### config.mk
export PLATFORM = sky130hd
export DESIGN_NAME = hazard_forward_unit
export DESIGN_NICKNAME = d
export VERILOG_FILES = /design/src/rtl/hazard_forward_unit.sv
export SDC_FILE = /design/constraint.sdc
export NUM_CORES = 1
export LEC_CHECK = 0
export ABC_AREA = 1
export CAP_MARGIN = 20
export CORE_MARGIN = 2
export CORE_UTILIZATION = 55
export CTS_CLUSTER_SIZE = 24
export DETAILED_ROUTE_END_ITERATION = 12
export PLACE_DENSITY = 0.95
export SLEW_MARGIN = 25
export SYNTH_ARGS = -nofsm -noshare
export SYNTH_HDL_FRONTEND = slang
export SYNTH_SLANG_ARGS = --single-unit
export TNS_END_PERCENT = 100
### constraint.sdc
create_clock -name clk -period 3.5 [get_ports clk]
set_input_delay 0.875 -clock clk [delete_from_list [all_inputs] [get_ports clk]]
set_output_delay 0.875 -clock clk [all_outputs]
set_load 0.01 [all_outputs]
### src/rtl/hazard_forward_unit.sv
// -----------------------------------------------------------------------------
// hazard_forward_unit
//
// Tracks the destination registers of the DEPTH youngest in-flight producer
// stages and, for each decode-stage source port, picks the forwarding source
// (register file or stage k). A port whose youngest matching producer is a
// load that is not yet ready raises stall; the stalled instruction is held in
// decode while a bubble enters stage 1.
//
// Ports
//   clk           single clock, rising edge
//   reset_n       asynchronous active-low reset
//   dec_valid     decode stage holds a real instruction
//   dec_ra        source addresses, port i at [i*AW +: AW]
//   dec_rd_en     port i actually reads its register
//   dec_aw        destination register of the decode instruction
//   dec_wr_en     decode instruction writes dec_aw
//   dec_is_load   decode instruction is a load
//   flush         squash every tracked in-flight producer
//   fwd_sel       per port: 0 = register file, k = forward from stage k
//   stall         hold decode, insert a bubble into stage 1
//   stall_cycles  saturating count of stalled cycles
// -----------------------------------------------------------------------------
module hazard_forward_unit #(
  parameter int NUM_RD   = 2,
  parameter int DEPTH    = 2,
  parameter int AW       = 5,
  parameter int ZERO_REG = 31,
  parameter int LOAD_LAT = 1,
  localparam int SW      = $clog2(DEPTH + 1)
) (
  input  logic                 clk,
  input  logic                 reset_n,
  input  logic                 dec_valid,
  input  logic [NUM_RD*AW-1:0] dec_ra,
  input  logic [NUM_RD-1:0]    dec_rd_en,
  input  logic [AW-1:0]        dec_aw,
  input  logic                 dec_wr_en,
  input  logic                 dec_is_load,
  input  logic                 flush,
  output logic [NUM_RD*SW-1:0] fwd_sel,
  output logic                 stall,
  output logic [15:0]          stall_cycles
);

  // Readiness counter is at least one bit wide even when loads are never late.
  localparam int RCW = (LOAD_LAT > 0) ? $clog2(LOAD_LAT + 1) : 1;

  localparam logic [AW-1:0] ZERO_ADDR = AW'(ZERO_REG);

  typedef struct packed {
    logic           v;
    logic [AW-1:0]  aw;
    logic [RCW-1:0] rdy;
  } stage_t;

  // stg[0] is stage 1 (Exec, youngest), stg[DEPTH-1] is the oldest tracked.
  stage_t stg [DEPTH];

  logic [NUM_RD-1:0] hazard;

  // ---------------------------------------------------------------------------
  // Forward select / hazard detection (zero-cycle, purely combinational)
  // ---------------------------------------------------------------------------
  always_comb begin
    // NOTE: every output of this block gets a default first so that no path
    // leaves it unassigned, which would otherwise infer a latch.
    fwd_sel = '0;
    hazard  = '0;
    for (int i = 0; i < NUM_RD; i++) begin
      // Scan oldest to youngest so the youngest match overwrites older ones;
      // an unready youngest producer is never bypassed by an older stage.
      for (int k = DEPTH - 1; k >= 0; k--) begin
        if (dec_rd_en[i] && stg[k].v &&
            (stg[k].aw == dec_ra[i*AW +: AW]) &&
            (dec_ra[i*AW +: AW] != ZERO_ADDR)) begin
          fwd_sel[i*SW +: SW] = SW'(k + 1);
          hazard[i]           = (stg[k].rdy != '0);
        end
      end
    end
    if (!dec_valid) begin
      fwd_sel = '0;
    end
  end

  assign stall = dec_valid & (|hazard) & ~flush;

  // ---------------------------------------------------------------------------
  // Producer pipeline and stall counter
  // ---------------------------------------------------------------------------
  always_ff @(posedge clk or negedge reset_n) begin
    if (!reset_n) begin
      // NOTE: the stage array is tiny control state whose valid bits must be
      // known after reset, so every entry is cleared rather than left as a
      // reset-less memory.
      for (int k = 0; k < DEPTH; k++) begin
        stg[k] <= '0;
      end
      stall_cycles <= '0;
    end else begin
      // NOTE: non-blocking assignments throughout so every stage samples the
      // pre-edge value of its neighbour, giving a true shift register.
      if (stall && (stall_cycles != 16'hFFFF)) begin
        stall_cycles <= stall_cycles + 16'd1;
      end

      if (flush) begin
        for (int k = 0; k < DEPTH; k++) begin
          stg[k].v <= 1'b0;
        end
      end else begin
        for (int k = DEPTH - 1; k > 0; k--) begin
          stg[k].v   <= stg[k-1].v;
          stg[k].aw  <= stg[k-1].aw;
          stg[k].rdy <= (stg[k-1].rdy != '0) ? stg[k-1].rdy - 1'b1 : '0;
        end
        // A stalled instruction stays in decode; stage 1 takes a bubble and
        // the instruction is captured on its first non-stalled cycle.
        stg[0].v   <= dec_valid & dec_wr_en & (dec_aw != ZERO_ADDR) & ~stall;
        stg[0].aw  <= dec_aw;
        stg[0].rdy <= dec_is_load ? RCW'(LOAD_LAT) : '0;
      end
    end
  end

endmodule

==> flow_metrics.tcl, run 1 <==
set metrics [dict create \
    run_status "completed" \
    hold_depth 2 \
    ys_seq_elements 29 \
    gp_congestion 0.922 \
    cp-start-kind "input port" \
    syn-instance-count 300 \
    skew_ns 0.00237 \
    endpoint_kind "primary output" \
    cp_cell_instances "clkdlybuf4s50_1, inv_1, nand2_1, nand3_1, nor2_2, nand3_2, inv_1, clkdlybuf4s50_1" \
    area_added_between_synthesis_and_finish_pct 30.3 \
    antenna_violating_nets_post_route 0 \
    violation_count_after_the_first_detailed_route_iteration 193 \
    cts.reportedPaths.clkPinSlew_ns 0.09 \
    cp.required_ns 2.62 \
    power.total_mw 0.833 \
    critical_path.top_delay_family "buffers and inverters" \
    worstHoldPathType "flip-flop to flip-flop" \
    arrival_ns 2.54 \
    cap_violations 0 \
    worstSetupPathType "input port to primary output" \
    slowest_stage "sky130_fd_sc_hd__clkdlybuf4s50_1" \
    clock_insertion_delay_at_the_later_pin_of_the_skew_report_ns 0.35 \
    path_max_fanout 3 \
    max_freq_mhz 293 \
    drive_above_1_share_pct 10.3 \
    grt_antenna_before_repair 0 \
    regToRegStartpoint "stg[11]" \
    post-route-worst-setup-slack_ns 0.0825 \
    placementRows 21 \
    stdcell_area_sq_um 2600 \
    yosys_warnings 0 \
    holdPathEnd "stg[7]" \
    buffer_ports.inserted 43 \
    rr_worst_depth 10 \
    clock_tree.buffer_depth 2 \
    netlist-cell-type-count 29 \
    numCtsBuffers 5 \
    timing.critical_path.slowest_cell_delay_ns 0.56 \
    vdd.ir_drop.worst_v 0.000220 \
    powerDensity_nw_per_um2 320 \
    worst_pin_slew_ns 0.384 \
    ys_top_cells_by_area "sky130_fd_sc_hd__dfrtp_1 (36%), sky130_fd_sc_hd__nand2_1 (19%), sky130_fd_sc_hd__inv_1 (7.5%), sky130_fd_sc_hd__nor2_1 (6.0%), sky130_fd_sc_hd__nand3_1 (5.5%)" \
    grt_setup_unrepaired "false" \
    insertedDiodeCount 0 \
    core_sq_um 3420 \
    max-slew-margin-rel_pct 74.4 \
    sequential_area_share_after_synthesis_pct 36.4 \
    final_period_minus_worst_setup_slack_ns 3.42 \
    setup-violations-final 0 \
    global_route_wire_length_before_repair_microns 8720 \
    met1_usage_pct 34.0 \
    die_h_microns 64.2 \
    global_route.peak_usage_layer "met2" \
    hold_viol_final 0 \
    rrSetupSlack_ns 1.74 \
    number_of_global_route_vias_before_repair 1995 \
    routedWlPerCell_microns 13.0 \
    route.vias.total 2161 \
    die_footprint_sq_um 4130 \
    p_leak_nw 1.30 \
    place_hpwl_microns 3770 \
    slew_viol_final 0 \
    cts.hold.buffers_added 0 \
    ctsHtreeMaxLevel 2 \
    initial_core_util_pct 58.4 \
    routed_wl_microns 5150 \
    r2r_end "stall_cycles[9]" \
    detailedPlace.worstSlack_ns -0.0406 \
    synth.cell_area_sq_um 2000 \
    drc_errors 0 \
    die_width_microns 64.2 \
    grt.total_usage_pct 27.6 \
    worst_hold_startpoint "stg[7]" \
    cts_num_sinks 29 \
    synthDominantCellAreaShare_pct 36.4 \
    proportion_of_register_bits_with_asynchronous_set_or_reset_after_synthesis_pct 100 \
    ios 44 \
    drt_pass1_iterations 4 \
    synth_area_leader_cell "sky130_fd_sc_hd__dfrtp_1" \
    postPlaceCellArea_sq_um 2490 \
    tritoncts "yes" \
    via_per_inst 5.44 \
    post_synth_most_frequent_cells "sky130_fd_sc_hd__nand2_1 (100), sky130_fd_sc_hd__inv_1 (40), sky130_fd_sc_hd__nor2_1 (32)" \
    finalCritPeriodShare_pct 97.6 \
    nNetsFinal 374 \
    dominantRegCellSynth "sky130_fd_sc_hd__dfrtp_1" \
    post-synth-top-count-cell "sky130_fd_sc_hd__nand2_1" \
    globalRouteOverflowTotal 0 \
    syn_area_per_cell_sq_um 6.65 \
    ctsRootBufferMaster "sky130_fd_sc_hd__clkbuf_4" \
    critical_path.n_buffers_inverters 4 \
    globalRouteMet2Util_pct 45.7 \
    syn-num-nets 324 \
    maximum_number_of_pins_on_one_net_before_global_route_repair 31 \
    grtUsageMet3_pct 5.46 \
    synth_edf_count 0 \
]
## metal layers
metal	vias up	wire length, microns	share of wire, %
met5	-	0	0
met4	0	136	2.6
met3	15	289	5.6
met2	83	2480	48
met1	1008	2230	43
li1	1055	-	-
## sequential cells by signal (all words and copies together), names as in the netlist
name / count
stall_cycles: 16
stg: 13
## worst reg2reg max path: stages (launching register included)
cell and delay [ns]:
sky130_fd_sc_hd__dfrtp_1 0.45, sky130_fd_sc_hd__inv_2 0.08, sky130_fd_sc_hd__a21oi_1 0.15, sky130_fd_sc_hd__nand2_1 0.09, sky130_fd_sc_hd__nor2_2 0.14, sky130_fd_sc_hd__nand3_2 0.11
sky130_fd_sc_hd__nand2_4 0.09, sky130_fd_sc_hd__buf_4 0.29, sky130_fd_sc_hd__nand3_1 0.14, sky130_fd_sc_hd__nand2_1 0.08, sky130_fd_sc_hd__nand2_1 0.05
## logic make-up (layout without fill, tap and decap cells)
kind of cell	Yosys count	count (layout)	synth area share (%)
XOR/XNOR	5	5	2.19
AO/OA/AOI/OAI	18	18	4.58
AND/OR/NAND/NOR	191	191	44.5
buffers and inverters	56	107	11.8
adder cells (fa/ha/maj)	1	1	0.627
flip-flops	29	29	36.4
## power breakdown
part           internal, mW  switching [mW]  total [mW]
Combinational        0.0511          0.0656       0.117
Clock                 0.221           0.130       0.351
Sequential            0.349          0.0169       0.366
Total                 0.621           0.212       0.833
## worst max path at each step
stage,start,to,depth (start not counted)
floorplan,dec_ra[1],fwd_sel[1],6
global placement,dec_ra[0],stall,10
detailed placement,dec_ra[5],fwd_sel[2],9
CTS,dec_ra[7],fwd_sel[3],6
global route,dec_ra[1],fwd_sel[0],8
finish,dec_ra[1],fwd_sel[0],8
## metrics by stage
stage | hold WS, ns | TNS, ns | std cells | util (%)
2_1_floorplan | 0.478 | 0 | 300 | -
3_3_place_gp | 0.512 | -0.0204 | 389 | 72.9
3_5_place_dp | 0.525 | -0.0816 | 389 | 72.9
4_1_cts | 0.547 | 0 | 397 | 75.9
5_1_grt | 0.569 | 0 | 397 | 76.1
6_report | 0.541 | 0 | 397 | 76.1
## timing repair
item | 4_1_cts | 5_1_grt
endpoints found under the hold margin | 0 | 0
resized for setup | 4 | 3
setup buffers | 0 | 0
endpoints found under the setup margin | 3 | 2
## area by class of cell
cell class | instances | area (sq um)
Clock inverter | 3 | 65.1
Clock buffer | 5 | 37.5
Fill cell | 268 | 816
Tap cell | 46 | 57.6
Sequential cell | 29 | 726
Timing Repair Buffer | 51 | 494
Inverter | 48 | 180
Multi-Input combinational cell | 215 | 1040
## cell usage in the layout (no fill, tap or decap)
master	count
sky130_fd_sc_hd__or2_2	1
sky130_fd_sc_hd__ha_1	1
sky130_fd_sc_hd__inv_1	40
sky130_fd_sc_hd__nand3_4	1
sky130_fd_sc_hd__nand4_2	1
sky130_fd_sc_hd__bufinv_16	2
sky130_fd_sc_hd__xnor2_1	2
sky130_fd_sc_hd__o21ai_0	10
sky130_fd_sc_hd__o22ai_1	1
sky130_fd_sc_hd__dlymetal6s2s_1	3
sky130_fd_sc_hd__nor3b_1	1
sky130_fd_sc_hd__nor2_1	30
sky130_fd_sc_hd__inv_2	6
sky130_fd_sc_hd__dlygate4sd2_1	3
sky130_fd_sc_hd__nand3_2	3
sky130_fd_sc_hd__nand3_1	22
sky130_fd_sc_hd__buf_4	8
sky130_fd_sc_hd__nor3_2	1
sky130_fd_sc_hd__nor4_1	2
sky130_fd_sc_hd__clkdlybuf4s50_1	37
sky130_fd_sc_hd__clkinv_1	2
sky130_fd_sc_hd__a21oi_1	7
sky130_fd_sc_hd__nor2_8	1
sky130_fd_sc_hd__dfrtp_1	29
sky130_fd_sc_hd__nand4_1	17
sky130_fd_sc_hd__xor2_1	3
sky130_fd_sc_hd__clkinv_2	1
sky130_fd_sc_hd__nor2_2	5
sky130_fd_sc_hd__nor3_1	4
sky130_fd_sc_hd__and3b_1	1
sky130_fd_sc_hd__nand2_4	1
sky130_fd_sc_hd__clkbuf_4	5
sky130_fd_sc_hd__nand2_1	100
Note: power is estimated with default switching activity, not from simulation.
==> run 2, diff against run 1 <==
--- a/config.mk
+++ b/config.mk
@@ -6,11 +6,13 @@
 export NUM_CORES = 1
 export LEC_CHECK = 0
 export ABC_AREA = 1
+export ABC_CLOCK_PERIOD_IN_PS = 3500
 export CAP_MARGIN = 20
 export CORE_MARGIN = 2
 export CORE_UTILIZATION = 55
 export CTS_CLUSTER_SIZE = 24
 export DETAILED_ROUTE_END_ITERATION = 12
+export HOLD_SLACK_MARGIN = 0.08
 export PLACE_DENSITY = 0.95
 export SLEW_MARGIN = 25
 export SYNTH_ARGS = -nofsm -noshare
==> results of run 2 <==
Same layout as run 1: the final DEF is identical, and so are final timing and power.
==> run 3, diff against run 2 <==
--- a/config.mk
+++ b/config.mk
@@ -10,7 +10,6 @@
 export CAP_MARGIN = 20
 export CORE_MARGIN = 2
 export CORE_UTILIZATION = 55
-export CTS_CLUSTER_SIZE = 24
 export DETAILED_ROUTE_END_ITERATION = 12
 export HOLD_SLACK_MARGIN = 0.08
 export PLACE_DENSITY = 0.95
==> results of run 3 <==
Same layout as run 1: the final DEF is identical, and so are final timing and power.
